--- src/rtl/plru_table_if.sv ---
// plru_table_if: touch, victim-query and flush/sweep signals between the cache pipeline and plru_table.
interface plru_table_if #(parameter int NUM_SETS = 64);
  localparam int IW = $clog2(NUM_SETS);
  logic          flush;
  logic          init_busy;
  logic          touch_valid;
  logic [IW-1:0] touch_index;
  logic [2:0]    touch_way;
  logic          q_valid;
  logic [IW-1:0] q_index;
  logic          q_ready;
  logic          victim_valid;
  logic [2:0]    victim_way;
  modport master (
    output flush, touch_valid, touch_index, touch_way, q_valid, q_index,
    input  init_busy, q_ready, victim_valid, victim_way
  );
  modport slave (
    input  flush, touch_valid, touch_index, touch_way, q_valid, q_index,
    output init_busy, q_ready, victim_valid, victim_way
  );
endinterface

--- src/rtl/plru_table.sv ---
// plru_table: per-set 8-way tree-PLRU state with touch updates, bypassed victim queries and an init sweep.
module plru_table #(
  parameter int NUM_SETS      = 64,
  parameter int ASSOCIATIVITY = 8
) (
  input logic        clk,
  input logic        reset,
  plru_table_if.slave bus
);
  localparam int IW = $clog2(NUM_SETS);
  localparam logic [0:0] INIT = 1'b0;
  localparam logic [0:0] RUN  = 1'b1;
  if (ASSOCIATIVITY != 8) begin : g_assoc_check
    $error("plru_table supports only ASSOCIATIVITY = 8");
  end
  function automatic logic [2:0] victim_of(input logic [6:0] s);
    logic       v1;
    logic [2:0] leaf;
    v1   = s[0] ? s[2] : s[1];
    leaf = 3'd3 + {1'b0, s[0], v1};
    return {s[0], v1, s[leaf]};
  endfunction
  function automatic logic [6:0] touched(input logic [6:0] s, input logic [2:0] h);
    logic [6:0] t;
    logic [2:0] leaf;
    t    = s;
    leaf = 3'd3 + {1'b0, h[2:1]};
    t[0] = ~h[2];
    if (h[2]) t[2] = ~h[1];
    else      t[1] = ~h[1];
    t[leaf] = ~h[0];
    return t;
  endfunction
  logic [0:0]    state_q, state_d;
  logic [IW-1:0] cnt_q, cnt_d;
  logic          victim_valid_q, victim_valid_d;
  logic [2:0]    victim_way_q, victim_way_d;
  logic [6:0]    mem_q [NUM_SETS];
  logic          run, accept, wr_en;
  logic [IW-1:0] wr_idx;
  logic [6:0]    wr_data, touch_s, q_s;
  always_comb begin
    run     = state_q == RUN;
    touch_s = touched(mem_q[bus.touch_index], bus.touch_way);
    // same-set touch in this cycle is folded into the query so the victim never hits the touched way
    q_s     = (bus.touch_valid && bus.touch_index == bus.q_index) ? touch_s : mem_q[bus.q_index];
    accept  = run && bus.q_valid;
    wr_en   = !run || bus.touch_valid;
    wr_idx  = run ? bus.touch_index : cnt_q;
    wr_data = run ? touch_s : 7'd0;
    cnt_d   = bus.flush ? '0 : run ? cnt_q : cnt_q + 1'b1;
    state_d = bus.flush ? INIT : (!run && cnt_q == IW'(NUM_SETS - 1)) ? RUN : state_q;
    victim_valid_d = accept;
    victim_way_d   = accept ? victim_of(q_s) : victim_way_q;
  end
  always_ff @(posedge clk) begin
    if (reset) begin
      state_q        <= INIT;
      cnt_q          <= '0;
      victim_valid_q <= 1'b0;
      victim_way_q   <= 3'd0;
    end else begin
      state_q        <= state_d;
      cnt_q          <= cnt_d;
      victim_valid_q <= victim_valid_d;
      victim_way_q   <= victim_way_d;
    end
  end
  always_ff @(posedge clk) begin
    if (wr_en) mem_q[wr_idx] <= wr_data;
  end
  assign bus.init_busy    = !run;
  assign bus.q_ready      = run;
  assign bus.victim_valid = victim_valid_q;
  assign bus.victim_way   = victim_way_q;
endmodule

--- src/flat_wrapper.sv ---
// flat-port wrapper written by rule: the top's interface ports become plain ports
module plru_table_flat 
#(
  parameter int NUM_SETS      = 64,
  parameter int ASSOCIATIVITY = 8
)
  (clk, reset, bus_flush, bus_touch_valid, bus_touch_index, bus_touch_way, bus_q_valid, bus_q_index, bus_init_busy, bus_q_ready, bus_victim_valid, bus_victim_way);
  plru_table_if #(.NUM_SETS(NUM_SETS)) bus_i ();
  input logic clk;
  input logic reset;
  input wire logic [$bits(bus_i.flush)-1:0] bus_flush;
  input wire logic [$bits(bus_i.touch_valid)-1:0] bus_touch_valid;
  input wire logic [$bits(bus_i.touch_index)-1:0] bus_touch_index;
  input wire logic [$bits(bus_i.touch_way)-1:0] bus_touch_way;
  input wire logic [$bits(bus_i.q_valid)-1:0] bus_q_valid;
  input wire logic [$bits(bus_i.q_index)-1:0] bus_q_index;
  output wire logic [$bits(bus_i.init_busy)-1:0] bus_init_busy;
  output wire logic [$bits(bus_i.q_ready)-1:0] bus_q_ready;
  output wire logic [$bits(bus_i.victim_valid)-1:0] bus_victim_valid;
  output wire logic [$bits(bus_i.victim_way)-1:0] bus_victim_way;
  assign bus_i.flush = bus_flush;
  assign bus_i.touch_valid = bus_touch_valid;
  assign bus_i.touch_index = bus_touch_index;
  assign bus_i.touch_way = bus_touch_way;
  assign bus_i.q_valid = bus_q_valid;
  assign bus_i.q_index = bus_q_index;
  assign bus_init_busy = bus_i.init_busy;
  assign bus_q_ready = bus_i.q_ready;
  assign bus_victim_valid = bus_i.victim_valid;
  assign bus_victim_way = bus_i.victim_way;
  plru_table #(.NUM_SETS(NUM_SETS), .ASSOCIATIVITY(ASSOCIATIVITY)) u_core (.clk(clk), .reset(reset), .bus(bus_i));
endmodule
--- config.mk ---
export PLATFORM = sky130hd
export DESIGN_NAME = plru_table_flat
export DESIGN_NICKNAME = d
export VERILOG_FILES = /design/src/rtl/plru_table_if.sv /design/src/rtl/plru_table.sv /design/src/flat_wrapper.sv
export SDC_FILE = /design/constraint.sdc
export NUM_CORES = 1
export LEC_CHECK = 0
export BUFFER_PORTS_ARGS = -buffer_cell sky130_fd_sc_hd__buf_2
export CAP_MARGIN = 0
export CORE_MARGIN = 1
export CORE_UTILIZATION = 60
export CTS_BUF_LIST = sky130_fd_sc_hd__clkbuf_16
export CTS_CLUSTER_DIAMETER = 60
export CTS_CLUSTER_SIZE = 16
export DETAILED_ROUTE_END_ITERATION = 10
export GPL_ROUTABILITY_DRIVEN = 1
export GPL_TIMING_DRIVEN = 0
export PLACE_DENSITY = 0.76
export SETUP_SLACK_MARGIN = 0.2
export SLEW_MARGIN = 40
export SYNTH_ARGS = -nofsm -noshare
export SYNTH_HDL_FRONTEND = slang
export SYNTH_SLANG_ARGS = --single-unit
--- constraint.sdc ---
create_clock -name clk -period 5.8 [get_ports clk]
set_input_delay 0.58 -clock clk [delete_from_list [all_inputs] [get_ports clk]]
set_output_delay 0.58 -clock clk [all_outputs]
set_load 0.01 [all_outputs]
Word-level counts from Yosys, hierarchy flattened. Memory sizes are Yosys's and may differ from the RTL's. Cells that the tools add are included.

Bits in writable memories: 448. Bits in registers: 11. Memories kept: 1. Input bits: 20.

Memories: u_core.mem_q (words 64, width 7, read ports 2, clocked after memory_dff 0, wr ports 1, line plru_table.sv:38) `logic [6:0] mem_q [NUM_SETS];`.

Mux-type cells: 13. Equal/unequal tests: 2. Reduce and logical (&&, ||, !) cells: 7. Magnitude comparators: 3. $add $sub $neg: 3. Bitwise logic cells: 3.

Operator list (number): two-way mux 7 bit (2); less-than comparator 3 x 4 -> 1 bit, second input constant (2); bitwise mux 7 bit (1); two-way mux 1 bit (7); adder 2 x 2 -> 3 bit, first input constant (2); adder 6 x 1 -> 6 bit, second input constant (1); == test 6 bit (1); == test 6 bit, second input constant (1); two-way mux 6 bit (1); logical AND 1 bit (4); binary-select mux 1 bit (select 3 bit) (1); demux 1 bit (select 3 bit) (1); greater-or-equal comparator 3 x 1 -> 1 bit, second input constant (1); NOT 1 bit (3); OR reduction 2 bit (1); logical NOT 1 bit (1); logical OR 1 bit (1).

Longest topological paths before layout.
Depth in word-level cells: 11. Mapped depth: 18. Mapped depth without buffers: 14.

Worst setup path before layout. OpenSTA, ideal clock, no wires.

Kind: input port to flip-flop. Start: input bus_touch_index[2]. End: memory u_core.mem_q[0][6] (data pin). Setup slack: 1170 ps. Buffers on the path: 5. Setup time: 588 ps. Data arrival time: 4042 ps. Stages on the path: 9. Cells stage by stage: buf_4 buf_6 buf_4 buf_2 buf_2 mux2i_1 a221oi_1 nand4_1 a31oi_1.

Longest elaborated chain between the ends: 3.

RTL lines: from (decl) (line flat_wrapper.sv:13) `input wire logic [$bits(bus_i.touch_index)-1:0] bus_touch_index;`; memory read (64 x 7 bit); bitwise mux 7 bit (line plru_table.sv:31) `t[leaf] = ~h[0];`; two-way mux 7 bit (line plru_table.sv:50) `wr_data = run ? touch_s : 7'd0;`; via u_core.wr_data[6] (line plru_table.sv:41) `logic [6:0] wr_data, touch_s, q_s;`; to (decl) (line plru_table.sv:38).

The timed path passes the listed nets, and every way through them passes these cells.

Final worst setup path.
Start: input bus_touch_index[0]. End: register u_core.victim_way_q[0], in the netlist u_core.bus.victim_way[0].

Longest elaborated chain between the ends: 8.

RTL lines: memory read (64 x 7 bit); two-way mux 1 bit (line plru_table.sv:29) `if (h[2]) t[2] = ~h[1];`; bitwise mux 7 bit (line plru_table.sv:31); two-way mux 7 bit (*) (line plru_table.sv:46) `q_s = (bus.touch_valid && bus.touch_index == bus.q_index) ? touch_s : mem_q[bus.q_index];`; two-way mux 1 bit (line plru_table.sv:19) `v1 = s[0] ? s[2] : s[1];`; adder 2 x 2 -> 3 bit (line plru_table.sv:20) `leaf = 3'd3 + {1'b0, s[0], v1};`; binary-select mux 1 bit (select 3 bit) (*) (line plru_table.sv:21) `return {s[0], v1, s[leaf]};`; two-way mux 1 bit (implied by the code) (*) (line plru_table.sv:21); to (signal assigned) (line plru_table.sv:66) `victim_way_q <= victim_way_d;`; to (decl) (line plru_table.sv:37) `logic [2:0] victim_way_q, victim_way_d;`.

Mark *: on every way between the ends. The rest lies on a longest branch, timed or not. The select of a mux whose other input is x is not followed. A chain may end at the register's enable or synchronous reset.

==> results.yml <==
status:
  outcome: "finished with violations"
  violations: "DRC"
worst_setup_path:
  worstReg2RegStart: "u_core.mem_q[22][1]"
  worstRegToRegCells: 13
  rrSetupSlack_ns: 1.15
  critical_path_class: "in -> reg"
  worstSetupStartpointType: "primary input"
  crit_fanout: 10
  worstPathArrival_ns: 5.26
  worstPathRequired_ns: 6.24
  r2r-end: "u_core.bus.victim_way[0]"
  worstSetupEndpointType: "flip-flop"
clocking:
  cts.sinks: 459
  ctsHtreeMaxLevel: 2
  clkTransAtPathRegs_ns: 0.06
  clk_path_buf_depth: 3
  insertion_delay_ns: 0.59
  cts_repair_resize_count: 0
  post-cts-setup-buffers: 0
  postCtsHoldBufs: 0
  cts_buffers: 38
  cts_tree: "done"
  cts-root-buf: "clkbuf_16"
die:
  core_area_um2: 35700
  io_pins: 26
  die_area_um2: 37100
  die_width_um: 193
  die_h_um: 193
  start_util_pct: 61.2
  rows: 69
sta:
  rsz0062_at_grt: "false"
  fin_ws_ns: 0.979
  tns_ns: 0
  post-route-period-util_pct: 83.1
  min_period_ns: 4.82
  setup_viol: 0
  hold_viol: 0
  holdWs_ns: 0.241
  slew_violations: 0
  max_slew_margin_pct: 39.8
  worst_pin_slew_ns: 0.889
  fmax_mhz: 207
  clock-skew-final_ns: 0.0311
detailed_routing:
  drc: 12
  viasPerCell: 7.96
  num_vias: 14049
  dr.pass1.iters: 8
  drt_iter0_markers: 2755
  avgRoutedWirePerCell_um: 44.7
  postRouteAntennaNets: 0
  finalWirelength_mm: 78.9
placed_design:
  port_buffers: 20
  dpl.hpwl_mm: 54.8
  dpl.cell_count: 1706
  pre_cts_slack_ns: 0.542
  postPlaceCellArea_um2: 22900
  gp_congestion: 1.05
power:
  power_density_nw_per_um2: 278
  leakagePower_nw: 7.81
  irDropWorstVdd_mv: 0.331
  total_power_mw: 6.70
min_path:
  min_path_type: "in -> reg"
  min_from: "reset"
  worstHoldEndpoint: "u_core.bus.victim_way[1]"
  whs_path_depth: 2
global_route:
  grt_pass1_vias: 13367
  grt_pass1_wl_mm: 106
  grt.total_usage_pct: 44.5
  grt_max_degree: 49
  gr-total-overflow: 0
  antenna_found_initial: 4
synth:
  ys.flop_type: "edfxtp_1"
  ys_types: 65
  synth_edf_count: 448
  synth_warnings: 0
  syn_avg_cell_area_um2: 18.0
  synth_fp_nets: 1241
  synthArstFlopShare_pct: 0
  syn_inst: 1214
  ys_ff_latch: 459
  ys_seq_area_share_pct: 62.6
  syn_area_um2: 21800
layout:
  stdcell_area_um2: 24100
  area_growth_pct: 10.3
  finalNetCount: 1312
  final_cells: 1766
  fin_util_pct: 67.5
  post_route_cells_drive_above_1_share_pct: 34.0
run:
  drv_cap: 0
## where the power goes
part / total, mW / internal (mW) / switching [mW]
registers: 3.59 / 3.59 / 0.00400
logic: 0.598 / 0.217 / 0.380
clock network: 2.51 / 1.28 / 1.23
## cells by family (layout without fill, tap and decap cells)
family / after synthesis / after routing / synth area share [%]
AO/OA/AOI/OAI: 117 / 117 / 3.79
other: 0 / 1 / 0
adder cells (fa/ha/maj): 7 / 7 / 0.401
multiplexers: 275 / 275 / 25.1
XOR/XNOR: 10 / 10 / 0.401
buffers and inverters: 93 / 183 / 2.23
AND/OR/NAND/NOR: 253 / 253 / 5.41
flip-flops: 459 / 459 / 62.6
## routing by layer
| layer | up-vias | GRT usage, % | wire [µm] |
|---|---|---|---|
| met1 | 7156 | 59.7 | 27200 |
| met3 | 281 | 14.9 | 12000 |
| li1 | 5210 | - | - |
| met5 | - | 0 | 11 |
| met4 | 2 | 26.6 | 5650 |
| met2 | 1400 | 63.4 | 34000 |
## synth_stat cells, types with 3 or more instances
master     count  area (µm²)
edfxtp_1     448       13500
mux4_2       209        4710
nor2_1       105         394
nand2_1       57         214
mux2i_1       46         460
clkbuf_1      32         120
a21oi_1       25         125
buf_2         23         115
a22oi_1       17         128
buf_4         17         128
nor2b_1       17         106
mux2_2        14         158
nand2b_1      12        75.1
nand3_1       12        60.1
o21ai_0       12        60.1
dfxtp_1       11         220
nor3_1        10        50.1
and2_1         9        56.3
inv_1          8        30.0
o22ai_1        8        50.1
ha_1           7        87.6
a221oi_1       6        52.6
buf_6          6        67.6
mux4_1         6         158
nor4_1         6        37.5
a211oi_1       5        37.5
buf_1          5        18.8
xnor2_1        5        43.8
xor2_1         5        43.8
a2111oi_0      4        35.0
a31oi_1        4        25.0
and3_1         4        25.0
nand3b_1       4        30.0
nand4_1        4        25.0
o31ai_1        4        30.0
a22o_1         3        26.3
a311oi_1       3        26.3
nor3b_1        3        22.5
## sequential cells by signal, summed over array words and instances (netlist names)
name	count
u_core.cnt_q	6
u_core.bus.q_ready	1
u_core.bus.victim_valid	1
u_core.bus.victim_way	3
u_core.mem_q	448
## critical path: stages
cell      delay (ns)
buf_2           0.13
buf_4           0.36
buf_4           0.36
mux4_2          0.55
mux2i_1         0.29
nor2_1          0.09
o41ai_2         0.50
o31ai_2         0.33
a311oi_1        0.58
a21o_1          0.28
ha_1            0.38
nor4_1          0.31
o211ai_1        0.22
nand2_1         0.10
or4_1           0.10
nand4_1         0.09
## layout by cell type (no fill, tap or decap), types with 7 or more instances in the layout
| master | count |
|---|---|
| a21oi_1 | 23 |
| a22oi_1 | 17 |
| buf_2 | 44 |
| buf_4 | 18 |
| clkbuf_1 | 16 |
| clkbuf_16 | 39 |
| clkbuf_2 | 16 |
| dfxtp_1 | 11 |
| edfxtp_1 | 448 |
| ha_1 | 7 |
| inv_1 | 14 |
| mux2_2 | 14 |
| mux2i_1 | 46 |
| mux4_2 | 209 |
| nand2_1 | 57 |
| nand2b_1 | 12 |
| nand3_1 | 12 |
| nor2_1 | 48 |
| nor2_2 | 57 |
| nor2b_1 | 17 |
| nor3_1 | 10 |
| o21ai_0 | 12 |
| o22ai_1 | 8 |
## worst max-delay path by stage
stage / slack (ns) / start / to
finish: 0.98 / bus_touch_index[0] / u_core.bus.victim_way[0]
global route: 0.83 / bus_touch_index[0] / u_core.bus.victim_way[0]
CTS: 1.14 / bus_touch_index[2] / u_core.bus.victim_way[0]
detailed placement: 0.54 / bus_touch_index[2] / u_core.bus.victim_way[0]
global placement: -1.90 / bus_touch_index[3] / u_core.mem_q[56][6]
floorplan: 1.17 / bus_touch_index[2] / u_core.mem_q[0][6]
## layout make-up
type                            count  area (µm²)
Buffer                             83         470
Timing Repair Buffer               31         293
Antenna cell                        1        2.50
Sequential cell                   459       13700
Multi-Input combinational cell    662        7880
Fill cell                        2366       11600
Inverter                           10        37.5
Clock buffer                       39         976
Tap cell                          461         577
Clock inverter                     20         169
Note: power is estimated with default switching activity, not from simulation.
